<file path="src/rtl/gray_to_binary_sync.sv">
// gray_to_binary_sync: registered Gray->binary decoder for Gray-coded pointers.
//   Stage 1 captures a valid Gray sample; stage 2 decodes it, compares it with
//   the previous valid sample, and flags multi-bit steps (step_err) or repeats
//   (hold). Latency is 2 clocks from g_valid to b_valid, one sample per clock.
// Build option: define GRAY_ERRCNT_EN to build the saturating step-error
//   counter on err_cnt; when it is undefined err_cnt is tied to zero.
module gray_to_binary_sync #(
   parameter int WIDTH = 4
) (
   input  logic             clk,
   input  logic             rst,
   input  logic [WIDTH-1:0] g_in,
   input  logic             g_valid,
   output logic [WIDTH-1:0] b_out,
   output logic             b_valid,
   output logic             step_err,
   output logic             hold,
   output logic [7:0]       err_cnt
);

   // Stage-1 capture of the incoming Gray sample.
   logic [WIDTH-1:0] g_s1;
   // vld_pipe[0] is the stage-1 valid, vld_pipe[1] drives b_valid.
   logic [1:0]       vld_pipe;

   // History for the step check: last Gray sample seen in stage 2.
   logic [WIDTH-1:0] g_prev;
   logic             have_prev;

   // Stage-2 combinational values computed from g_s1.
   logic [WIDTH-1:0] bin_s1;
   logic [WIDTH-1:0] diff;
   logic [WIDTH-1:0] diff_m1;
   logic             multi_bit;
   logic             zero_bit;
   logic             bad_step;
   logic             same_step;

   // Stage 1: register the sample; valid bit follows g_valid, reset drops it.
   always_ff @(posedge clk) begin
      if (rst) begin
         vld_pipe[0] <= 1'b0;
         g_s1        <= '0;
      end else begin
         vld_pipe[0] <= g_valid;
         if (g_valid)
            g_s1 <= g_in;
      end
   end

   // Decode and step classification for the sample sitting in stage 1.
   // Each binary bit is the XOR of all Gray bits at or above it. "More than
   // one bit changed" is detected without a popcount: d & (d-1) is nonzero
   // exactly when d has two or more bits set.
   always_comb begin
      bin_s1 = '0;
      for (int i = 0; i < WIDTH; i++)
         bin_s1[i] = ^(g_s1 >> i);
      diff      = g_s1 ^ g_prev;
      diff_m1   = diff - {{(WIDTH-1){1'b0}}, 1'b1};
      multi_bit = |(diff & diff_m1);
      zero_bit  = ~|diff;
      // The first sample after reset has nothing to compare against.
      bad_step  = have_prev & multi_bit;
      same_step = have_prev & zero_bit;
   end

   // Stage 2: publish decoded value and flags, update comparison history.
   // b_out keeps its last value between pulses; flags are pulse-qualified.
   always_ff @(posedge clk) begin
      if (rst) begin
         vld_pipe[1] <= 1'b0;
         b_out       <= '0;
         step_err    <= 1'b0;
         hold        <= 1'b0;
         g_prev      <= '0;
         have_prev   <= 1'b0;
      end else begin
         vld_pipe[1] <= vld_pipe[0];
         if (vld_pipe[0]) begin
            b_out     <= bin_s1;
            step_err  <= bad_step;
            hold      <= same_step;
            g_prev    <= g_s1;
            have_prev <= 1'b1;
         end else begin
            step_err  <= 1'b0;
            hold      <= 1'b0;
         end
      end
   end

   assign b_valid = vld_pipe[1];

`ifdef GRAY_ERRCNT_EN
   logic [7:0] err_cnt_q;

   // Saturating count of step errors; it advances on the same edge that
   // raises step_err, so err_cnt already includes the error being flagged.
   always_ff @(posedge clk) begin
      if (rst)
         err_cnt_q <= 8'd0;
      else if (vld_pipe[0] && bad_step && (err_cnt_q != 8'hFF))
         err_cnt_q <= err_cnt_q + 8'd1;
   end

   assign err_cnt = err_cnt_q;
`else
   assign err_cnt = 8'd0;
`endif

endmodule

</file>
<file path="config.mk">
export PLATFORM = sky130hd
export DESIGN_NAME = gray_to_binary_sync
export DESIGN_NICKNAME = d
export VERILOG_FILES = /design/src/rtl/gray_to_binary_sync.sv
export SDC_FILE = /design/constraint.sdc
export NUM_CORES = 1
export LEC_CHECK = 0
export CELL_PAD_IN_SITES_DETAIL_PLACEMENT = 0
export CELL_PAD_IN_SITES_GLOBAL_PLACEMENT = 2
export CORE_UTILIZATION = 28
export CTS_CLUSTER_SIZE = 28
export DETAILED_ROUTE_END_ITERATION = 8
export PLACE_DENSITY = 0.86
export SYNTH_ARGS = -nofsm -noshare
export SYNTH_HDL_FRONTEND = slang
export SYNTH_SLANG_ARGS = --single-unit
</file>
<file path="constraint.sdc">
create_clock -name clk -period 2.8 [get_ports clk]
set_clock_uncertainty 0.1 [all_clocks]
set_input_delay 0.84 -clock clk [delete_from_list [all_inputs] [get_ports clk]]
set_output_delay 0.84 -clock clk [all_outputs]
set_load 0.01 [all_outputs]
</file>
; Word-level counts from Yosys, hierarchy flattened
; Cells that the tools add are included.
[word_totals]
regBits = 17
latch_bits = 0
mem_bits_rw = 0
rom_bits = 0
input_bits = 7
out_inout_bits = 15
elab_cells = 22
n_memories = 0
[classes]
n_addsub = 1
multipliers = 0
div_mod_pow = 0
n_lt_le_gt_ge = 0
eq_ne = 0
shifts = 0
muxes = 0
bitwise = 5
n_reduce_logical = 8
[op_table]
columns = op, count
row1 = $reduce_xor 4->1, 4
row2 = $reduce_or 4->1, 2
row3 = $and 4x4->4, 1
row4 = $sub 4x1->4 const B, 1
row5 = $xor 4x4->4, 1
row6 = $and 1x1->1, 2
row7 = $reduce_or 2->1, 1
row8 = $logic_not 1->1, 1
row9 = $not 1->1, 1

; Depth between registers and ports, before layout
; Gate-level depths: netlist (run 1).
[logic_depth]
ltp_word = 5
mapped_depth = 4
ltp_nobuf = 3

; Worst setup path before layout (run 1)
; No wires, ideal clock.
[synth_timing]
path_kind = input-to-reg
from = input g_valid
to = register g_s1[0]
setup_time_ns = 0.128
arrival_time_ns = 1.299
required_time_ns = 2.572
path_slack_ns = 1.273
cell_stages = 3
path_cell_list = clkbuf_1 mux2i_1 nor2_1
[synth_rtl]
columns = item, line
row1 = start: declaration, 13  ; input logic g_valid,
row2 = end signal: assignment, 47  ; g_s1 <= g_in;
row3 = end: declaration, 22  ; logic [WIDTH-1:0] g_s1;

; Worst setup path after layout (run 1)
[layout_timing]
from = register b_out[3]
to = output b_out[3]
[layout_rtl]
columns = item, line
row1 = start: declaration, 14  ; output logic [WIDTH-1:0] b_out,
row2 = start signal: assignment, 81  ; b_out <= bin_s1;
; No word-level cell between the ends.

==> results.md, run 1 <==
- Status: finished, final reports clean
- Class of the most critical setup path: flop to output pin
- TNS Setup: 0 ns
- CTS clk-pin slew, worst paths: roughly 0.09 ns
- Met3 Usage GRT: 4.68%
- Fmax achieved: around 470 MHz
- Most frequent cells in the layout: dfxtp_1 (16), nor2_1 (14), clkdlybuf4s50_1 (13)
- Drt first pass iters: 2
- Cell family with most CP delay: buffers and inverters
- Max-cap viol count: 0
- VDD IR max: approximately 0.00023 V
- Die width: between 50 and 60 um
- Antenna-violating nets left: 0
- Final #Nets: 90
- Leading area contributor after synthesis: dfxtp_1
- Post-layout util: a little over a third
- # resized after CTS: 0
- Post-CTS Hold Fix Bufs: 0
- Full die area: between 2000 and 3000 um2
- CP Buf/Inv Count: 1
- Crit path cell chain: clkdlybuf4s50_1
- Worst Tran Pin Value: 0.513 ns
- Initial Util: 30.7%
- Power Density: approximately 520 nW/um2
- Inserted Diodes: 0
- DPL Wire Length: 834 um
- Final worst slack: about 0.66 ns
- Endpoints failing hold: 0
- Number of setup buffers added after CTS: 0
- Routability Congestion: about 0.70
- Commonest non-fill, non-tap cell in the layout: dfxtp_1
- Syn_area_per_cell: ~10 um2
- Synth-to-Final Area Change: 19.2%
- Mapped Cells: 70
- Antenna violations before repair: 0
- Sequential fraction of the synthesis area: about 46%
- DRC Markers: 0
- Post-Syn Area: 698 um2
- Endpoint type of the worst setup path: output pin
- Logic pwr share: 14.9%
- Routed wire length: between 1000 and 1500 um
- Met1 usage: between 10 and 15%
- Switching power total: about 110 uW
- Post-Place Worst Slack: ~0.82 ns
- Port bufs: 13
- Final worst-path cycle share: 76.4%
- Total Power: around 430 uW
- Placement-stage cell area: 810 um2
- Synth cell types: 18
- Non-Filler Instances: about 110
- Clock buffer depth: 2
- Layer with the highest usage: met2
- Tot GR Track Use: under 10%
- Placed instance count: roughly 110
- Largest net degree at the start of global routing: 12
- Max H-tree Level: 1
- Switch share: between 20% and 30%
- CP arrival: roughly 1.2 ns
- First-pass GRT wire length: about 1700 um
- Layout fillers: approximately 230
- Sequential share of power: 57.8%
- RSZ-0062 raised after global routing: no
- CTS tree: built
- Post-route cell area: between 800 and 900 um2
- HP Class: flop to flop
- Rows: 17
- Critical Path RT: between 1.5 and 2 ns
- Synth top area share: a little under half
- P_leak: approximately 0.35 nW
- CTS root buffer: clkbuf_4
- Final setup viols: 0
- Synth Warn #: 0
- Synth area leaders: dfxtp_1 (46%), mux2i_1 (11%), buf_4 (11%)
- Number of global-route vias before repair: ~380
- P_int: between 300 and 400 uW
- WHS: 0.379 ns
- WL/cell: between 9 and 10 um
- Clk sink count: 16
- Clock power share: between 20% and 30%
- CP max-delay cell: clkdlybuf4s50_1
- GR met2 Demand/Resource: ~13%
- Slew Limit Fails: 0
- Die Y: between 50 and 60 um
- Mean number of vias per cell: ~4
- DRC marker count from the first detailed-route iteration: 6
- Share of cells above drive strength 1: 7.41%
- Num ports: 22
- Slew headroom: between 60 and 70%
- Largest stage delay, worst path: approximately 0.55 ns
- CP max FO: 3
- Grt total ovfl: 0
- Vias post-DR: between 400 and 500
- CTS buffer count: 3
- Crit path launch type: flop
- Clk_lat worst skew: 0.28 ns
- Clock period minus worst slack: approximately 2.1 ns
- Seq cells post-synth: 16
- Core Area: 2280 um2
power by group through the flow:
| stage | Combinational (mW) | Clock (mW) | Sequential, mW |
|---|---|---|---|
| global route | 0.0705 | 0.134 | 0.251 |
| detailed placement | 0.0647 | 0 | 0.255 |
| global placement | 0.0644 | 0 | 0.254 |
| floorplan | 0.0534 | 0 | 0.251 |
| CTS | 0.0650 | 0.122 | 0.249 |
| finish | 0.0642 | 0.118 | 0.249 |
cell usage after synthesis:
library cell / count
nor2b_1: 2
inv_1: 1
xnor2_1: 1
or4_1: 1
nand2_1: 1
mux2i_1: 8
a211oi_2: 1
clkbuf_1: 2
conb_1: 1
dfxtp_1: 16
xnor3_1: 1
nor2_1: 14
xor2_1: 5
a211oi_1: 3
mux2_2: 1
nor3_1: 1
buf_2: 1
buf_4: 10
area by class of cell:
| cell class | instances | area (um2) | area share (%) |
|---|---|---|---|
| clock buffer | 3 | 22.5 | 2.71 |
| inverter | 1 | 3.75 | 0.451 |
| multi-input combinational | 47 | 313 | 37.6 |
| sequential | 16 | 320 | 38.5 |
| tap | 28 | 35.0 | 4.21 |
| timing repair buffer | 14 | 138 | 16.5 |
sequential cells by signal, indices dropped and copies added, names as in the netlist:
register	count
step_err	1
hold	1
g_prev	3
b_valid	1
have_prev	1
b_out	4
g_s1	4
vld_pipe	1
worst paths after layout:
path                                              from  slack [ns]                    end  cells past startpoint
worst max register to register    g_s1[1]$_SDFFE_PP0P_        1.42  b_out[0]$_SDFFE_PP0P_                      3
worst max-delay path             b_out[3]$_SDFFE_PP0P_        0.66               b_out[3]                      1
worst min register to register  have_prev$_SDFFE_PP0P_        0.38    step_err$_SDFF_PP0_                      2
worst min-delay path            have_prev$_SDFFE_PP0P_        0.38    step_err$_SDFF_PP0_                      2
per-layer routing:
layer | vias up | part of all wire (%)
met1 | 192 | 49
met4 | 0 | 1.6
met5 | - | 0
li1 | 235 | -
met3 | 2 | 3.9
met2 | 11 | 46
kinds of logic (layout without fill, tap and decap cells):
group / count (synthesis) / after routing / synth area share [%]
simple gates: 19 / 19 / 11.6
flops: 16 / 16 / 45.9
buf+inv: 14 / 18 / 13.1
mux: 9 / 9 / 13.1
xor+xnor: 7 / 7 / 10.8
compound gates: 4 / 4 / 5.02
other cells: 1 / 8 / 0.537
(Power assumes the default switching activity.)
==> run 2, diff against run 1 <==
- CORE_UTILIZATION: 28 -> 23
- PLACE_DENSITY: 0.86 -> 0.76
- clock period: 2.8 -> 1.8 ns (I/O delays scaled with it)
==> run 2 against run 1 <==
The run now ends with design-rule violations left. Sequential cell count is the same. Wire length grew 5.6%. Global-route usage shrank 1.6 points. Sequential share of layout area shrank 1.3 points. First-iteration DRC count grew to 2.7 times the previous value.
==> results.md, run 2 (synthesis results as in run 1) <==
- Routability Congestion: about 0.64
- RSZ-0062 raised after global routing: no
- Class of the most critical setup path: flop to output pin
- Number of setup buffers added after CTS: 0
- Clk sink count: 16
- CTS buffer count: 3
- Post-CTS Hold Fix Bufs: 0
- Metal3 WL: 64 um
- Clk_lat worst skew: about 0.28 ns
- Crit path cell chain: clkdlybuf4s50_1
- Initial Util: approximately 25%
- Final worst slack: between 0.05 and 0.06 ns
- Max H-tree Level: 1
- Inserted Diodes: 0
- Vias post-DR: 454
- DRC marker count from the first detailed-route iteration: 16
- Rows: 19
- CP max-delay cell: clkdlybuf4s50_1
- Max-cap viol count: 0
- Commonest non-fill, non-tap cell in the layout: dfxtp_1
- Tot GR Track Use: 8.02%
- Post-Place Worst Slack: 0.146 ns
- Number of global-route vias before repair: 440
- CP Buf/Inv Count: 1
- Failing checks: design-rule violations
- Full die area: ~3300 um2
- Die width: between 50 and 60 um
- Antenna violations before repair: 0
- Synth-to-Final Area Change: 23.3%
- Core Area: ~2800 um2
- Crit path launch type: flop
- Metal2 WL: about 550 um
- Largest regs: b_out: 4 flops, g_s1: 4 flops, g_prev: 3 flops
- Post-layout util: 30.7%
- Endpoint type of the worst setup path: output pin
- Post-route cell area: 861 um2
- Cell family with most CP delay: buffers and inverters
- TNS Setup: 0 ns
- Status: finished with violations
- Share of cells above drive strength 1: about a tenth
- Largest stage delay, worst path: between 0.5 and 0.6 ns
- CTS tree: built
- Placement-stage cell area: 821 um2
- Final worst-path cycle share: 97.1%
- Endpoints failing hold: 0
- Routed wire length: approximately 1100 um
- Clock buffer depth: 2
- Critical Path RT: 1.16 ns
- Antenna-violating nets left: 0
- DRC Markers: 8
- VDD IR max: 0.000250 V
- Routed metal-1 wirelength: about 520 um
- CTS root buffer: clkbuf_4
- Die Y: 57.1 um
- Final #Nets: 91
- Top Layer Used: met3
- Grt total ovfl: 0
- P_leak: approximately 0.43 nW
- CP arrival: 1.11 ns
- WL/cell: approximately 10 um
- Port bufs: 13
- Drt first pass iters: 6
- Layout fillers: ~320
- CP max FO: 1
- Mean number of vias per cell: around 4
- Fmax achieved: roughly 570 MHz
- Num ports: 22
- Slew Limit Fails: 0
- Power Density: slightly above 800 nW/um2
- Clock period minus worst slack: 1.75 ns
- Final setup viols: 0
- Most frequent cells in the layout: dfxtp_1 (16), nor2_1 (14), mux2i_1 (8), conb_1 (8), clkdlybuf4s50_1 (7)
- First-pass GRT wire length: approximately 2000 um
- Total Power: 715 uW
- HP Class: flop to flop
- DPL Wire Length: 868 um
- Largest net degree at the start of global routing: 14
- CTS clk-pin slew, worst paths: 0.09 ns
run 2: changes by cell type in the layout (fill, tap and decap cells not counted), sizes merged:
cell	change
dlymetal6s2s	+3
clkbuf	+1
dlygate4sd2	+3
clkdlybuf4s50	-6
buf	+1
run 2: final cells by class:
cell class	instances	area, um2	share of cell area, %
sequential	16	320	37.2
multi-input combinational	47	313	36.3
timing repair buffer	15	149	17.3
tap	31	38.8	4.51
clock buffer	4	36.3	4.22
inverter	1	3.75	0.436
run 2: where the power goes:
part           switching (mW)  internal [mW]  leakage, nW  total (mW)
registers              0.0160          0.370        0.131       0.386
clock network           0.106          0.123       0.0210       0.229
logic                  0.0462         0.0539        0.279       0.100
run 2: final timing paths:
kind | from | endpoint | slack, ns | depth (start not counted)
max | b_valid$_SDFF_PP0_ | b_valid | 0.05 | 1
min | have_prev$_SDFFE_PP0P_ | hold$_SDFF_PP0_ | 0.38 | 2
min reg2reg | have_prev$_SDFFE_PP0P_ | hold$_SDFF_PP0_ | 0.38 | 2
max reg2reg | g_s1[1]$_SDFFE_PP0P_ | b_out[0]$_SDFFE_PP0P_ | 0.40 | 3
run 2: repair_timing:
| item | CTS | global route |
|---|---|---|
| pin swaps | 0 | 0 |
| resized for setup | 3 | 3 |
| cloned | 0 | 0 |
| endpoints found under the setup margin | 3 | 3 |
run 2: stage by stage:
stage / hold slack, ns / instances
2_1_floorplan: 0.338 / 77
3_3_place_gp: 0.355 / 110
3_5_place_dp: 0.369 / 110
4_1_cts: 0.391 / 114
5_1_grt: 0.406 / 114
6_report: 0.384 / 114
run 2: routing by layer:
metal | track usage [%] | up-vias
li1 | - | 234
met1 | 9.59 | 206
met2 | 12.8 | 14
met3 | 2.72 | 0
met4 | 4.18 | 0
met5 | 0 | -
==> run 3, diff against run 2 <==
- ABC_AREA: not set -> 1
- CAP_MARGIN: not set -> 10
- CORE_UTILIZATION: 23 -> 21
- PLACE_DENSITY: 0.76 -> 0.77
==> run 3 against run 2 <==
The flow now finishes without violations. First-iteration DRC count is 63% higher. Synthesized area rose by 8.1%. Die area grew 18%. Largest power group unchanged.
==> results.md, run 3 <==
- Synth area leaders: dfxtp_1 (42%), nand2_1 (19%), buf_4 (10%)
- Share of cells above drive strength 1: slightly below 9%
- Commonest non-fill, non-tap cell in the layout: nand2_1
- Port bufs: 13
- Synth-to-Final Area Change: 23.9%
- Inserted Diodes: 0
- DPL Wire Length: between 1000 and 1500 um
- Mean number of vias per cell: 3.78
- Class of the most critical setup path: flop to output pin
- Number of global-route vias before repair: around 600
- Num ports: 22
- Crit path launch type: flop
- Number of setup buffers added after CTS: 0
- Final worst-path cycle share: slightly below 90%
- WL/cell: approximately 8.3 um
- Syn_area_per_cell: a little under 7 um2
- Max-cap viol count: 0
- HP Class: flop to flop
- Endpoint type of the worst setup path: output pin
- Layout fillers: between 300 and 400
- CTS root buffer: clkbuf_4
- CP arrival: 0.93 ns
- Post-synth top cells: nand2_1 (39), dfxtp_1 (16), inv_1 (12)
- Antenna-violating nets left: 0
- Synth Warn #: 0
- Largest stage delay, worst path: around 0.37 ns
- Max H-tree Level: 1
- Clk sink count: 16
- Tot GR Track Use: a little under a tenth
- Mapped Cells: around 110
- Final #Nets: between 100 and 150
- CP max FO: 4
- Synth cell types: 15
- Full die area: around 3800 um2
- TNS Setup: 0 ns
- Slew Limit Fails: 0
- Initial Util: between 20% and 30%
- CTS buffer count: 3
- Critical Path RT: between 1 and 1.5 ns
- Number of synthesized flops with an enable pin: 0
- Seq cells post-synth: 16
- DRC Markers: 0
- Status: finished, final reports clean
- VDD IR max: roughly 0.00035 V
- Routability Congestion: 0.694
- Clk_lat worst skew: about 0.28 ns
- Endpoints failing hold: 0
- Core Area: ~3400 um2
- Prevailing post-synth register cell: dfxtp_1
- First-pass GRT wire length: around 2500 um
- Sequential fraction of the synthesis area: 42.5%
- Power Density: 800 nW/um2
- Largest regs: b_out: 4 flops, g_s1: 4 flops, g_prev: 3 flops
- Synth top area share: a little over two fifths
- Final setup viols: 0
- Largest net degree at the start of global routing: 13
- Drt first pass iters: 4
- P_leak: slightly above 0.5 nW
- DRC marker count from the first detailed-route iteration: 26
- CTS clk-pin slew, worst paths: approximately 0.090 ns
- Final worst slack: approximately 0.23 ns
- CTS tree: built
- Count leader, synth: nand2_1
- Vias post-DR: 650
- Fmax achieved: approximately 640 MHz
- Die Y: between 60 and 70 um
- Cell family with most CP delay: flip-flops
- RSZ-0062 raised after global routing: no
- Clock period minus worst slack: 1.57 ns
- CP startpoint: b_out[3]$_SDFFE_PP0P_
- Routed wire length: 1430 um
- Reg-to-Reg Start: vld_pipe[0]$_SDFF_PP0_
- Post-synth ARST share: 0%
- Leading area contributor after synthesis: dfxtp_1
- Die width: 61.9 um
- Post-Syn Area: 754 um2
- Most frequent cells in the layout: nand2_1 (39), dfxtp_1 (16), inv_1 (12)
- Antenna violations before repair: 0
- Post-Place Worst Slack: roughly 0.12 ns
- Grt total ovfl: 0
- CP Buf/Inv Count: 1
- CP max-delay cell: dfxtp_1
- Crit path cell chain: dlygate4sd2_1
- Rows: 21
- Clock buffer depth: 2
- Hold path start: have_prev$_SDFFE_PP0P_
## run 3: cell count changes in the layout (fill, tap and decap cells not counted), sizes merged, moves of 2 or more
cell,change
nand2,+40
inv,+15
a21oi,+8
mux2i,-8
o21ai,+8
nor2,-7
xor2,-5
a211oi,-4
nor2b,-2
## run 3: kinds of logic after synthesis
kind of cell / synth area share (%)
AOI/OAI and AO/OA: 11.6
buffers and inverters: 18.6
DFF: 42.5
other: 0.497
and+or+nand+nor: 26.9
## run 3: what timing repair did
action                     4_1_cts  5_1_grt
gates resized for setup          4        3
hold buffers                     0        0
cloned                           0        0
setup endpoints to repair        4        3
## run 3: through the flow
step                      hold slack (ns)  cells  instance area [um2]  utilization [%]  total power [mW]
after floorplan                     0.336    119                  781                -             0.496
after global placement              0.360    168                  896             26.4             0.528
after detailed placement            0.360    168                  896             26.4             0.529
after CTS                           0.374    172                  927             27.4             0.764
after global routing                0.395    172                  935             27.6             0.813
final                               0.369    172                  935             27.6             0.748
## run 3: power breakdown
part,internal [mW],switching [mW],leakage (nW),total [mW]
Clock,0.123,0.111,0.0210,0.234
Combinational,0.0507,0.0688,0.364,0.119
Sequential,0.376,0.0185,0.132,0.394
Total,0.550,0.198,0.517,0.748
## run 3: area by class of cell
type	count	area [um2]	share of cell area [%]
tap	46	57.6	6.16
multi-input combinational	76	320	34.3
inverter	16	60.1	6.43
sequential	16	320	34.3
clock buffer	4	36.3	3.88
timing repair buffer	14	140	15.0
## run 3: final timing paths
check                           endpoint  slack (ns)  cells past startpoint
setup / recovery                b_out[3]        0.23                      1
hold / removal    have_prev$_SDFFE_PP0P_        0.37                      2
setup reg to reg         hold$_SDFF_PP0_        0.57                      3
hold reg to reg   have_prev$_SDFFE_PP0P_        0.37                      2
## run 3: tightest hold or removal path: stages, from the launching register on
cell	delay [ns]
dfxtp_1	0.31
inv_1	0.06
o21ai_0	0.06
## run 3: metal layers
| metal | routed length [um] | vias up | GRT usage (%) |
|---|---|---|---|
| li1 | - | 350 | - |
| met4 | 19 | 0 | 2.86 |
| met2 | 603 | 21 | 14.3 |
| met3 | 105 | 2 | 4.35 |
| met5 | 0 | - | 0 |
| met1 | 706 | 277 | 11.8 |
